`src/rtl/ifetch_pkg.sv`:
```
// Shared constants and FSM state type for the instruction prefetch unit.
package ifetch_pkg;

    localparam int          DEF_ADDR_W   = 32;
    localparam int          DEF_DEPTH    = 4;
    localparam logic [31:0] DEF_RESET_PC = 32'h0000_0000;

    typedef enum logic [1:0] {
        FETCH,
        WAIT,
        DISCARD
    } fetch_state_e;

endpackage

```
`src/rtl/fetch_fifo.sv`:
```
// Synchronous instruction queue with head-of-queue read and single-cycle flush.
module fetch_fifo #(
    parameter int WIDTH = 64,
    parameter int DEPTH = 4
) (
    input  logic             clock,
    input  logic             reset,
    input  logic             flush,
    input  logic             push,
    input  logic [WIDTH-1:0] push_data,
    input  logic             pop,
    output logic [WIDTH-1:0] head_data,
    output logic             empty,
    output logic             full
);

    localparam int PTR_W = $clog2(DEPTH);

    // Extra pointer bit tells full from empty when the indices match.
    logic [PTR_W:0]   wr_ptr;
    logic [PTR_W:0]   rd_ptr;
    logic [WIDTH-1:0] mem [DEPTH];
    logic             do_push;
    logic             do_pop;

    assign empty     = (wr_ptr == rd_ptr);
    assign full      = (wr_ptr[PTR_W] != rd_ptr[PTR_W]) &&
                       (wr_ptr[PTR_W-1:0] == rd_ptr[PTR_W-1:0]);
    assign do_push   = push && !full;
    assign do_pop    = pop && !empty;
    assign head_data = mem[rd_ptr[PTR_W-1:0]];

    // NOTE: non-blocking assignments so every flop samples pre-edge values, independent of block order.
    always_ff @(posedge clock or posedge reset) begin
        if (reset) begin
            wr_ptr <= '0;
            rd_ptr <= '0;
        end else if (flush) begin
            wr_ptr <= '0;
            rd_ptr <= '0;
        end else begin
            if (do_push) wr_ptr <= wr_ptr + (PTR_W+1)'(1);
            if (do_pop)  rd_ptr <= rd_ptr + (PTR_W+1)'(1);
        end
    end

    // NOTE: storage is deliberately not reset; the pointers alone define which entries are valid.
    always_ff @(posedge clock) begin
        if (do_push && !flush) mem[wr_ptr[PTR_W-1:0]] <= push_data;
    end

endmodule

```
`src/rtl/ifetch_prefetch.sv`:
```
// Instruction prefetcher: one outstanding fetch at a time, responses queued
// with their PC, redirects flush the queue and discard any in-flight response.
module ifetch_prefetch
    import ifetch_pkg::*;
#(
    parameter int                ADDR_W   = DEF_ADDR_W,
    parameter int                DEPTH    = DEF_DEPTH,
    parameter logic [ADDR_W-1:0] RESET_PC = ADDR_W'(DEF_RESET_PC)
) (
    input  logic              clock,
    input  logic              reset,
    output logic              imem_req,
    output logic [ADDR_W-1:0] imem_addr,
    input  logic              imem_gnt,
    input  logic              imem_rvalid,
    input  logic [31:0]       imem_rdata,
    input  logic              redirect_valid,
    input  logic [ADDR_W-1:0] redirect_target,
    output logic              inst_valid,
    input  logic              inst_ready,
    output logic [31:0]       inst_data,
    output logic [ADDR_W-1:0] inst_pc,
    output logic [ADDR_W-1:0] inst_link
);

    localparam int                ENTRY_W   = 32 + ADDR_W;
    localparam logic [ADDR_W-1:0] WORD_MASK = ~(ADDR_W'(3));

    fetch_state_e        state;
    logic [ADDR_W-1:0]   fetch_pc;
    logic [ADDR_W-1:0]   req_pc;
    logic                fifo_full;
    logic                fifo_empty;
    logic                grant;
    logic                push;
    logic                pop;
    logic [ENTRY_W-1:0]  head;

    // Requesting only with a free slot reserves room for the response.
    assign imem_req   = !reset && (state == FETCH) && !fifo_full;
    assign imem_addr  = fetch_pc;
    assign grant      = imem_req && imem_gnt;
    assign push       = (state == WAIT) && imem_rvalid && !redirect_valid;
    assign pop        = inst_valid && inst_ready && !redirect_valid;
    assign inst_valid = !fifo_empty;
    assign {inst_pc, inst_data} = head;
    assign inst_link  = inst_pc + ADDR_W'(4);

    always_ff @(posedge clock or posedge reset) begin
        if (reset) begin
            state    <= FETCH;
            fetch_pc <= RESET_PC & WORD_MASK;
            req_pc   <= '0;
        end else begin
            if (redirect_valid)
                fetch_pc <= redirect_target & WORD_MASK;
            else if (grant)
                fetch_pc <= fetch_pc + ADDR_W'(4);

            if (grant)
                req_pc <= fetch_pc;

            case (state)
                FETCH: begin
                    if (grant) state <= redirect_valid ? DISCARD : WAIT;
                end
                WAIT: begin
                    if (redirect_valid)   state <= imem_rvalid ? FETCH : DISCARD;
                    else if (imem_rvalid) state <= FETCH;
                end
                DISCARD: begin
                    if (imem_rvalid) state <= FETCH;
                end
                default: state <= FETCH;
            endcase
        end
    end

    fetch_fifo #(
        .WIDTH(ENTRY_W),
        .DEPTH(DEPTH)
    ) u_fetch_fifo (
        .clock    (clock),
        .reset    (reset),
        .flush    (redirect_valid),
        .push     (push),
        .push_data({req_pc, imem_rdata}),
        .pop      (pop),
        .head_data(head),
        .empty    (fifo_empty),
        .full     (fifo_full)
    );

endmodule

```
`config.mk`:
```
export PLATFORM = sky130hd
export DESIGN_NAME = ifetch_prefetch
export DESIGN_NICKNAME = d
export VERILOG_FILES = /design/src/rtl/ifetch_pkg.sv /design/src/rtl/fetch_fifo.sv /design/src/rtl/ifetch_prefetch.sv
export SDC_FILE = /design/constraint.sdc
export NUM_CORES = 1
export LEC_CHECK = 0
export BUFFER_PORTS_ARGS = -buffer_cell sky130_fd_sc_hd__buf_2
export CORE_ASPECT_RATIO = 0.75
export CORE_MARGIN = 3
export CORE_UTILIZATION = 54
export DETAILED_ROUTE_END_ITERATION = 8
export GPL_TIMING_DRIVEN = 0
export PLACE_DENSITY = 0.77
export SYNTH_ARGS = -nofsm -noshare
export SYNTH_HDL_FRONTEND = slang
export SYNTH_SLANG_ARGS = --single-unit
```
`constraint.sdc`:
```
create_clock -name clock -period 8.1 [get_ports clock]
set_input_delay 1.215 -clock clock [delete_from_list [all_inputs] [get_ports clock]]
set_output_delay 1.215 -clock clock [all_outputs]
set_load 0.03 [all_outputs]
```
* Yosys cells after proc, flatten, opt, wreduce, memory -nomap -nowiden
Memories as Yosys holds them, arrays and structs flattened.
Index checks and enable logic that the tools add are counted.
** Word-level totals
- Input port bits :: 70
- Memories kept :: 1
- Word-level logic and storage cells :: 49
- RAM bits :: 256
- Output and inout bits :: 130
- Register bits after elaboration :: 72
** Memories
- u_fetch_fifo.mem :: depth 4, bits a word 64, read ports 1, clocked after Yosys merged registers in 0, write ports 1, line fetch_fifo.sv:22 : logic [WIDTH-1:0] mem [DEPTH];
** Cells by class
- Eq/ne operators :: 6
- Add/subtract/negate cells :: 4
- Reductions and logical operators :: 19
- Mux-type cells :: 14
** Operator list (number)
- $add A32 B3 Y32 const B :: 2
- $mux W32 :: 2
- $mux W3 :: 4
- $logic_and A1 B1 Y1 :: 11
- $mux W2 :: 5
- $add A3 B1 Y3 const B :: 2
- $pmux W2 S3 :: 1
- $reduce_bool A2 Y1 :: 3
- $logic_not A1 Y1 :: 4
- $eq A3 B3 Y1 :: 1
- $eq A2 B1 Y1 const B :: 1
- $eq A2 B2 Y1 :: 1
- $eq A2 B2 Y1 const B :: 1
- $logic_not A2 Y1 :: 1
- $mux W1 :: 2
- $ne A2 B2 Y1 const B :: 1
- $ne A1 B1 Y1 :: 1

* Logic depth before layout (Yosys ltp)
Gate-level depths: netlist of the first run.
- Depth in word-level cells :: 7
- Depth in mapped cells :: 9
- Mapped depth without buffers :: 7

* Cells and area by module
A second synthesis of the first run with hierarchy kept.
** Second synthesis, totals
- Cells, all modules :: 843
- Area, all modules :: 13471.7 um^2
** Modules (own cells, without submodules)
- fetch_fifo :: cells each 399, area each 9779.4 um^2, seq. area each 7837.5 um^2, instances 1
- ifetch_prefetch :: cells each 444, area each 3692.3 um^2, seq. area each 1551.5 um^2, instances 1

* Least setup slack after synthesis of the first run
OpenSTA, ideal clock, no wires.
- Path kind :: register to output
- Start point :: register u_fetch_fifo.rd_ptr[0]
- End point :: output port inst_link[28]
- Setup slack :: 4188 ps
- Path buffers :: 2
- Stages on the path, launching flop included :: 10
- Required time :: 6885 ps
- Arrival :: 2697 ps
- Cell sequence :: dfrtp_1 buf_6 buf_12 mux4_2 ha_1 nand2_1 o22a_1 nor4b_1 nand4b_1 xnor2_1
** On the way
- Cells in the longest elaborated chain, start to end :: 2
** Ends and longest elaborated chain
- from (decl) :: line fetch_fifo.sv:21 : logic [PTR_W:0] rd_ptr;
- from (signal assigned) :: line fetch_fifo.sv:43 : if (do_pop) rd_ptr <= rd_ptr + (PTR_W+1)'(1);
- $mem_v2 Z4 W64
- named net inst_pc[2] :: line ifetch_prefetch.sv:22 : output logic [ADDR_W-1:0] inst_pc,
- $add A32 B3 Y32 :: line ifetch_prefetch.sv:47 : assign inst_link = inst_pc + ADDR_W'(4);
- to (decl) :: line ifetch_prefetch.sv:23 : output logic [ADDR_W-1:0] inst_link
The timed path passes the listed nets, and every way through them passes these cells.

* Worst setup path after layout of the first run
- Start point :: register u_fetch_fifo.rd_ptr[0]
- End point :: output port inst_link[26]
** On the way
- Cells in the longest elaborated chain, start to end :: 2
** Ends and longest elaborated chain (line)
- $mem_v2 Z4 W64
- $add A32 B3 Y32 :: ifetch_prefetch.sv:47
Every way passes these cells.

==> out/qor.yml, run 1 <==
yosys:
  synth-seq-cells: 316
  syn-instance-count: 802
  synth_area_leader_cell: "edfxtp_1"
  synth-edff-count: 248
  synth_area_um2: 13100
  yosys-top-cells-area: "edfxtp_1 (57%), dfrtp_1 (13%), mux4_2 (9.8%)"
  yosys_warnings: 0
  synth_commonest_cells: "edfxtp_1 (248), nand2_1 (124), dfrtp_1 (68)"
  synth.most_common_cell: "edfxtp_1"
  synth_flop_cell: "edfxtp_1"
  ys_types: 53
  async_flop_share_pct: 21.5
  synth_top_cell_area_share_pct: 56.9
  seq_area_frac_synth_pct: 69.9
  postSynthAreaPerCell_um2: 16.3
floorplanning:
  num_rows: 48
  ios: 200
  die_w_um: 186
  start_util_pct: 55.9
  dieArea_um2: 26100
  die_h_um: 141
  core_area_um2: 23400
final_layout:
  drive_gt1_share_pct: 31.9
  nets: 1110
  antenna_cells: 0
  area_growth_pct: 18.6
clock_network:
  postCtsSetupRepairBufs: 0
  clock_path_buffers: 3
  clk_pin_slew_worst_paths_ns: 0.06
  cts.sinks: 316
  post_cts_resized: 0
  clk_latency_ns: 0.55
  cts_root_buf: "clkbuf_16"
  cts_tree: "done"
  cts_hold_buf: 0
  numCtsBuffers: 30
  htree_levels: 1
place:
  place_congestion: 0.857
  hpwl_mm: 19.7
  io_buffers: 190
drt:
  antenna_left: 0
  totalWireLength_mm: 28.9
  viasPerCell: 5.73
  num_vias: 7773
  drt-pass1-iter-count: 5
  drt-met1-wl_mm: 12.6
  drc: 0
  drt_iter0_markers: 689
  routed.top_layer: "met4"
  wire_per_inst_um: 21.3
  wl_met2_mm: 13.3
  met3_length_mm: 2.41
critical_path:
  critPathKind: "flop to output port"
  r2r_cells: 4
  cp.required_ns: 6.88
  worstSetupStartpointType: "flop"
  r2r_start: "u_fetch_fifo.wr_ptr[2]"
  rrSetupSlack_ns: 5.67
  worstPathArrival_ns: 3.55
  end_kind: "output port"
  critPathLaunch: "u_fetch_fifo.rd_ptr[0]"
  cp_max_fo: 10
  r2r_end: "u_fetch_fifo.mem[1][23]"
power:
  power.density_nw_per_um2: 237
  static-leakage-power_nw: 5.73
  max-vdd-ir-drop_uv: 169
sta:
  rsz0062_at_grt: "false"
  setup_violations: 0
  fin_tns_setup_ns: 0
  fin_crit_ns: 4.76
  relSlewSlack_pct: 41.2
  tightest_slew_ns: 0.870
  max_freq_mhz: 210
  finalHoldViolCount: 0
  period_share_pct: 58.8
  slew_violations: 0
  whs_ns: 0.521
  skew_ns: 0.0115
global_route:
  grt_max_degree: 69
  grt.total_usage_pct: 21.9
  antenna_found_initial: 0
  grt_pass1_vias: 7555
  grt_pass1_wl_mm: 44.0
  grt.overflow.total: 0
min_path:
  hold_class: "flop to flop"
  holdPathEnd: "u_fetch_fifo.mem[1][55]"
  hold_path_depth: 0
  holdCritStartpoint: "req_pc[23]"
status:
  status: "finished clean"
run:
  max_cap_violations: 0
-- stage by stage --
stage	instances	cell area [um^2]	setup slack (ns)	util [%]	power, mW
2_1_floorplan	807	13100	4.19	-	2.19
3_3_place_gp	1297	14400	2.90	61.6	2.33
3_5_place_dp	1301	14500	3.96	62.0	2.34
4_1_cts	1357	15500	3.37	66.3	3.70
5_1_grt	1357	15500	3.17	66.3	3.81
6_report	1357	15500	3.34	66.3	3.68
-- area by class of cell --
cell class / instances / area (um^2)
multi-input cells: 430 / 3630
inverters: 20 / 77.6
clock buffers: 48 / 952
fillers: 1667 / 7910
repair buffers: 194 / 1040
flip-flops and latches: 316 / 9150
plain buffers: 41 / 260
clock inverters: 8 / 37.5
well taps: 300 / 375
-- worst max path at each step --
stage,to,cells after the start,slack (ns)
after floorplan,inst_link[28],9,4.19
after global placement,u_fetch_fifo.mem[3][10],4,2.90
after detailed placement,inst_link[28],10,3.96
after CTS,inst_link[28],10,3.37
after global routing,inst_link[28],10,3.17
final,inst_link[26],10,3.34
-- worst max-delay path, stage by stage (launching register included) --
cell	delay, ns
dfrtp_1	0.39
buf_6	0.14
buf_12	0.15
mux4_2	0.41
ha_1	0.22
nand2_1	0.07
o22a_1	0.25
nor4b_1	0.77
nand4_1	0.21
xnor2_1	0.17
buf_2	0.22
-- power by group --
part	leakage (nW)	total [mW]	internal (mW)	switching [mW]
Clock	0.485	1.37	0.801	0.571
Sequential	3.09	1.93	1.85	0.0860
Combinational	2.16	0.378	0.131	0.247
-- state kept, by name, summed over array words and instances, names as in the netlist --
register / flops
imem_addr: 30
req_pc: 30
state: 2
u_fetch_fifo.mem: 248
u_fetch_fifo.rd_ptr: 3
u_fetch_fifo.wr_ptr: 3
-- placed cells by master (no fill, tap or decap), types with 21 or more instances in the layout --
cell type	count
nand4_1	23
clkbuf_1	21
edfxtp_1	248
buf_2	200
o21ai_0	29
nand2_1	124
xnor2_1	46
clkbuf_16	33
dfrtp_1	68
mux4_2	57
-- per-layer routing --
metal  vias up  global-route usage (%)
met5         -                       0
met4         0                    4.78
met3        49                    4.31
met2       312                    33.5
met1      3889                    33.3
li1       3523                       -
-- logic make-up after synthesis --
family	after synthesis	synth area share, %
other	1	0.0287
XOR/XNOR	56	3.81
adder cells (fa/ha/maj)	7	0.669
AND/OR/NAND/NOR	244	9.38
buffers and inverters	61	2.56
flip-flops	316	69.9
AO/OA/AOI/OAI	51	2.49
multiplexers	66	11.1
Power figures use the tool's default switching activity.
==> run 2: changes to the inputs <==
--- a/config.mk
+++ b/config.mk
@@ -5,10 +5,11 @@
 export SDC_FILE = /design/constraint.sdc
 export NUM_CORES = 1
 export LEC_CHECK = 0
+export ABC_AREA = 1
 export BUFFER_PORTS_ARGS = -buffer_cell sky130_fd_sc_hd__buf_2
 export CORE_ASPECT_RATIO = 0.75
 export CORE_MARGIN = 3
-export CORE_UTILIZATION = 54
+export CORE_UTILIZATION = 52
 export DETAILED_ROUTE_END_ITERATION = 8
 export GPL_TIMING_DRIVEN = 0
 export PLACE_DENSITY = 0.77
==> constraint.sdc (replaced) <==
create_clock -name clock -period 3.9 [get_ports clock]
set_input_delay 0.585 -clock clock [delete_from_list [all_inputs] [get_ports clock]]
set_output_delay 0.585 -clock clock [all_outputs]
set_load 0.03 [all_outputs]
==> run 2 against run 1 <==
  * Global-route usage increased by 4.0 points
  * Combinational power grew to 15 times the previous value
  * Synthesized area is 11% higher
  * Largest cell class unchanged
  * Clock skew is 0.0013 ns higher
  * Largest power group is now combinational logic
  * Highest routed layer unchanged
  * Critical path depth rose by 1
  * Non-clock buffer count is 32 higher
  * Clock-buffer cell count shrank 8
==> out/qor.yml, run 2 <==
critical_path:
  cp_max_fo: 10  # unchanged
  worstPathArrival_ns: 3.16  # was 3.55 ns
  critPathMaxStageDelay_ns: 0.40  # was 0.77 ns
  crit_chain: "buf_6, inv_4, buf_2, o21ai_0, nand2_2, ha_2, nand2_1, nor2_1, nand2_1, xor2_1, buf_2"  # was buf_6, buf_12, mux4_2, ha_1, nand2_1, o22a_1, nor4b_1, nand4_1, xnor2_1, buf_2
  critPathKind: "flop to output port"  # unchanged
  cp.required_ns: 3.31  # was 6.88 ns
  slowest_stage: "dfrtp_1"  # was nor4b_1
  end_kind: "output port"  # unchanged
  worstSetupStartpointType: "flop"  # unchanged
sta:
  rsz0062_at_grt: "false"  # unchanged
  fin_crit_ns: 3.75
  relSlewSlack_pct: 42.9  # was 41.2%
  period_share_pct: 96.1
  max_freq_mhz: 267
  fin_tns_setup_ns: 0  # unchanged
  skew_ns: 0.0127  # was 0.0115 ns
  slew_violations: 0  # unchanged
  whs_ns: 0.213  # was 0.521 ns
  setup_violations: 0  # unchanged
  finalHoldViolCount: 0  # unchanged
  tightest_slew_ns: 0.854  # was 0.870 ns
final_layout:
  multiInputGateArea_um2: 4680  # was 3630 um^2
  largest_register_ffs: 248  # unchanged
  drive_gt1_share_pct: 17.3  # was 31.9%
  antenna_cells: 0  # unchanged
  nets: 1841  # was 1110
  layout_common_cells: "nand2_1 (494), edfxtp_1 (248), buf_2 (215), nor2_1 (161), nand3_1 (129)"  # was edfxtp_1 (248), buf_2 (200), nand2_1 (124), dfrtp_1 (68), mux4_2 (57)
  ff_latch_area_um2: 9150  # unchanged
  area_growth_pct: 17.2  # was 18.6%
  final_area_um2: 17100  # was 15500 um^2
  instances_no_fill: 2138  # was 1357
  layout_commonest_cell: "nand2_1"  # was edfxtp_1
  fill_cells: 2203  # was 1667
min_path:
  hold_class: "input pin to async pin"  # was flop to flop
power:
  static-leakage-power_nw: 7.31  # was 5.73 nW
  power.density_nw_per_um2: 750  # was 237 nW/um^2
  internal_power_mw: 7.02  # was 2.78 mW
  swShare_pct: 45.2  # was 24.6%
  max-vdd-ir-drop_uv: 396  # was 169 uV
  power_frac_seq_pct: 35.2  # was 52.5%
  switching_power_mw: 5.80  # was 904 uW
  clock_power_share_pct: 20.7  # was 37.3%
  pwr-share-comb_pct: 44.2  # was 10.3%
yosys:
  synth_top_cell_area_share_pct: 51.1  # was 56.9%
  synth_area_leader_cell: "edfxtp_1"  # unchanged
  synth.most_common_cell: "nand2_1"  # was edfxtp_1
  synth_commonest_cells: "nand2_1 (495), edfxtp_1 (248), nor2_1 (165)"  # was edfxtp_1 (248), nand2_1 (124), dfrtp_1 (68)
  synth_area_um2: 14600  # was 13100 um^2
  seq_area_frac_synth_pct: 62.8  # was 69.9%
  synth-seq-cells: 316  # unchanged
  postSynthAreaPerCell_um2: 9.53  # was 16.3 um^2
  yosys-top-cells-area: "edfxtp_1 (51%), nand2_1 (13%), dfrtp_1 (12%)"  # was edfxtp_1 (57%), dfrtp_1 (13%), mux4_2 (9.8%)
  yosys_warnings: 0  # unchanged
  ys_types: 34  # was 53
  syn-instance-count: 1529  # was 802
  synth-edff-count: 248  # unchanged
  synth_flop_cell: "edfxtp_1"  # unchanged
  async_flop_share_pct: 21.5  # unchanged
floorplanning:
  die_w_um: 199  # was 186 um
  ios: 200  # unchanged
  num_rows: 52  # was 48
  start_util_pct: 53.4  # was 55.9%
  dieArea_um2: 30100  # was 26100 um^2
  die_h_um: 151  # was 141 um
  core_area_um2: 27300  # was 23400 um^2
place:
  hpwl_mm: 28.4  # was 19.7 mm
  place_congestion: 0.928  # was 0.857
  dp_cells: 2083  # was 1301
  io_buffers: 190  # unchanged
  dpl_cell_area_um2: 16200  # was 14500 um^2
clock_network:
  cts_root_buf: "clkbuf_16"  # unchanged
  cts.sinks: 316  # unchanged
  cts_tree: "done"  # unchanged
  clock_path_buffers: 3  # unchanged
  clk_pin_slew_worst_paths_ns: 0.07  # was 0.06 ns
  postCtsSetupRepairBufs: 0  # unchanged
  numCtsBuffers: 30  # unchanged
  htree_levels: 1  # unchanged
  clk_latency_ns: 0.55  # about the same
global_route:
  grt.total_usage_pct: 25.9  # was 21.9%
  grt_pass1_wl_mm: 60.0  # was 44.0 mm
  grt.overflow.total: 0  # unchanged
  grt_max_degree: 69  # unchanged
  antenna_found_initial: 0  # unchanged
  grt_pass1_vias: 11000  # was 7555
status:
  status: "finished clean"  # unchanged
drt:
  drt-pass1-iter-count: 5  # unchanged
  wire_per_inst_um: 18.4  # was 21.3 um
  drt_iter0_markers: 1005  # was 689
  num_vias: 11600  # was 7773
  viasPerCell: 5.43  # was 5.73
  totalWireLength_mm: 39.3  # was 28.9 mm
  drc: 0  # unchanged
  antenna_left: 0  # unchanged
run:
  max_cap_violations: 0  # unchanged
## run 2: changes by cell type after synthesis, sizes merged, moves of 32 or more
| cell | change |
|---|---|
| xnor2 | -44 |
| o21ai | +87 |
| nand2 | +378 |
| mux4 | -62 |
| inv | +90 |
| nor2 | +158 |
| nand3 | +111 |
| o22ai | +32 |
## run 2: final cells by class
cell class | instances | area share (%)
Sequential cell | 316 | 53.6
Multi-Input combinational cell | 1039 | 27.4
Timing Repair Buffer | 198 | 6.59
Clock buffer | 40 | 4.80
Tap cell | 351 | 2.57
Inverter | 110 | 2.45
Buffer | 69 | 2.23
Clock inverter | 15 | 0.403
## run 2: worst max-delay path: cells and delay by family, from the launching register on
kind,cells,cell delay [ns]
compound gates,1,0.17
xor+xnor,1,0.21
flops,1,0.40
simple gates,4,0.82
fa+ha+maj,1,0.30
buf+inv,4,0.70
## run 2: final timing paths
check	from	to	slack, ns	cells after the start
max	u_fetch_fifo.rd_ptr[0]	inst_link[18]	0.15	11
min	reset	imem_addr[25]	0.21	2
max reg2reg	u_fetch_fifo.rd_ptr[0]	u_fetch_fifo.mem[1][38]	0.92	8
min reg2reg	u_fetch_fifo.rd_ptr[2]	u_fetch_fifo.rd_ptr[2]	0.50	1
max in group asynchronous	reset	req_pc[11]	3.15	2
min in group clock	redirect_target[30]	imem_addr[30]	0.25	3
## run 2: logic make-up after synthesis
kind of cell             Yosys count  share of synthesized area [%]
other                              1                         0.0257
AO/OA/AOI/OAI                    158                           5.81
XOR/XNOR                          25                           1.50
flip-flops                       316                           62.8
adder cells (fa/ha/maj)            7                          0.601
AND/OR/NAND/NOR                  843                           23.8
buffers and inverters            179                           5.46
## run 2: layer usage
metal  GRT usage, %  routed length, um  part of all wire [%]
met1           39.2              17700                    45
met2           39.9              17000                    43
met3           4.83               4000                    10
met4           4.81                628                   1.6
met5              0                  0                     0
## run 2: per-stage QoR
step / setup WS (ns) / util (%) / power, mW
after floorplan: -0.299 / - / 8.23
after global placement: -2.48 / 58.6 / 10.0
after detailed placement: 0.553 / 59.4 / 10.2
after CTS: 0.0621 / 62.6 / 12.8
after global routing: 0.0157 / 62.6 / 13.5
final: 0.153 / 62.6 / 12.8
## run 2: repair_timing
item	4_1_cts	5_1_grt
endpoints found under the setup margin	2	3
gates resized for setup	2	1
hold buffers	0	0
## run 2: power groups by stage
| stage | sequential (mW) | clock [mW] | combinational (mW) |
|---|---|---|---|
| final | 4.51 | 2.65 | 5.66 |
| after global routing | 4.54 | 2.81 | 6.11 |
| after CTS | 4.49 | 2.68 | 5.63 |
| after detailed placement | 4.56 | 0 | 5.61 |
| after global placement | 4.54 | 0 | 5.50 |
| after floorplan | 4.50 | 0 | 3.73 |
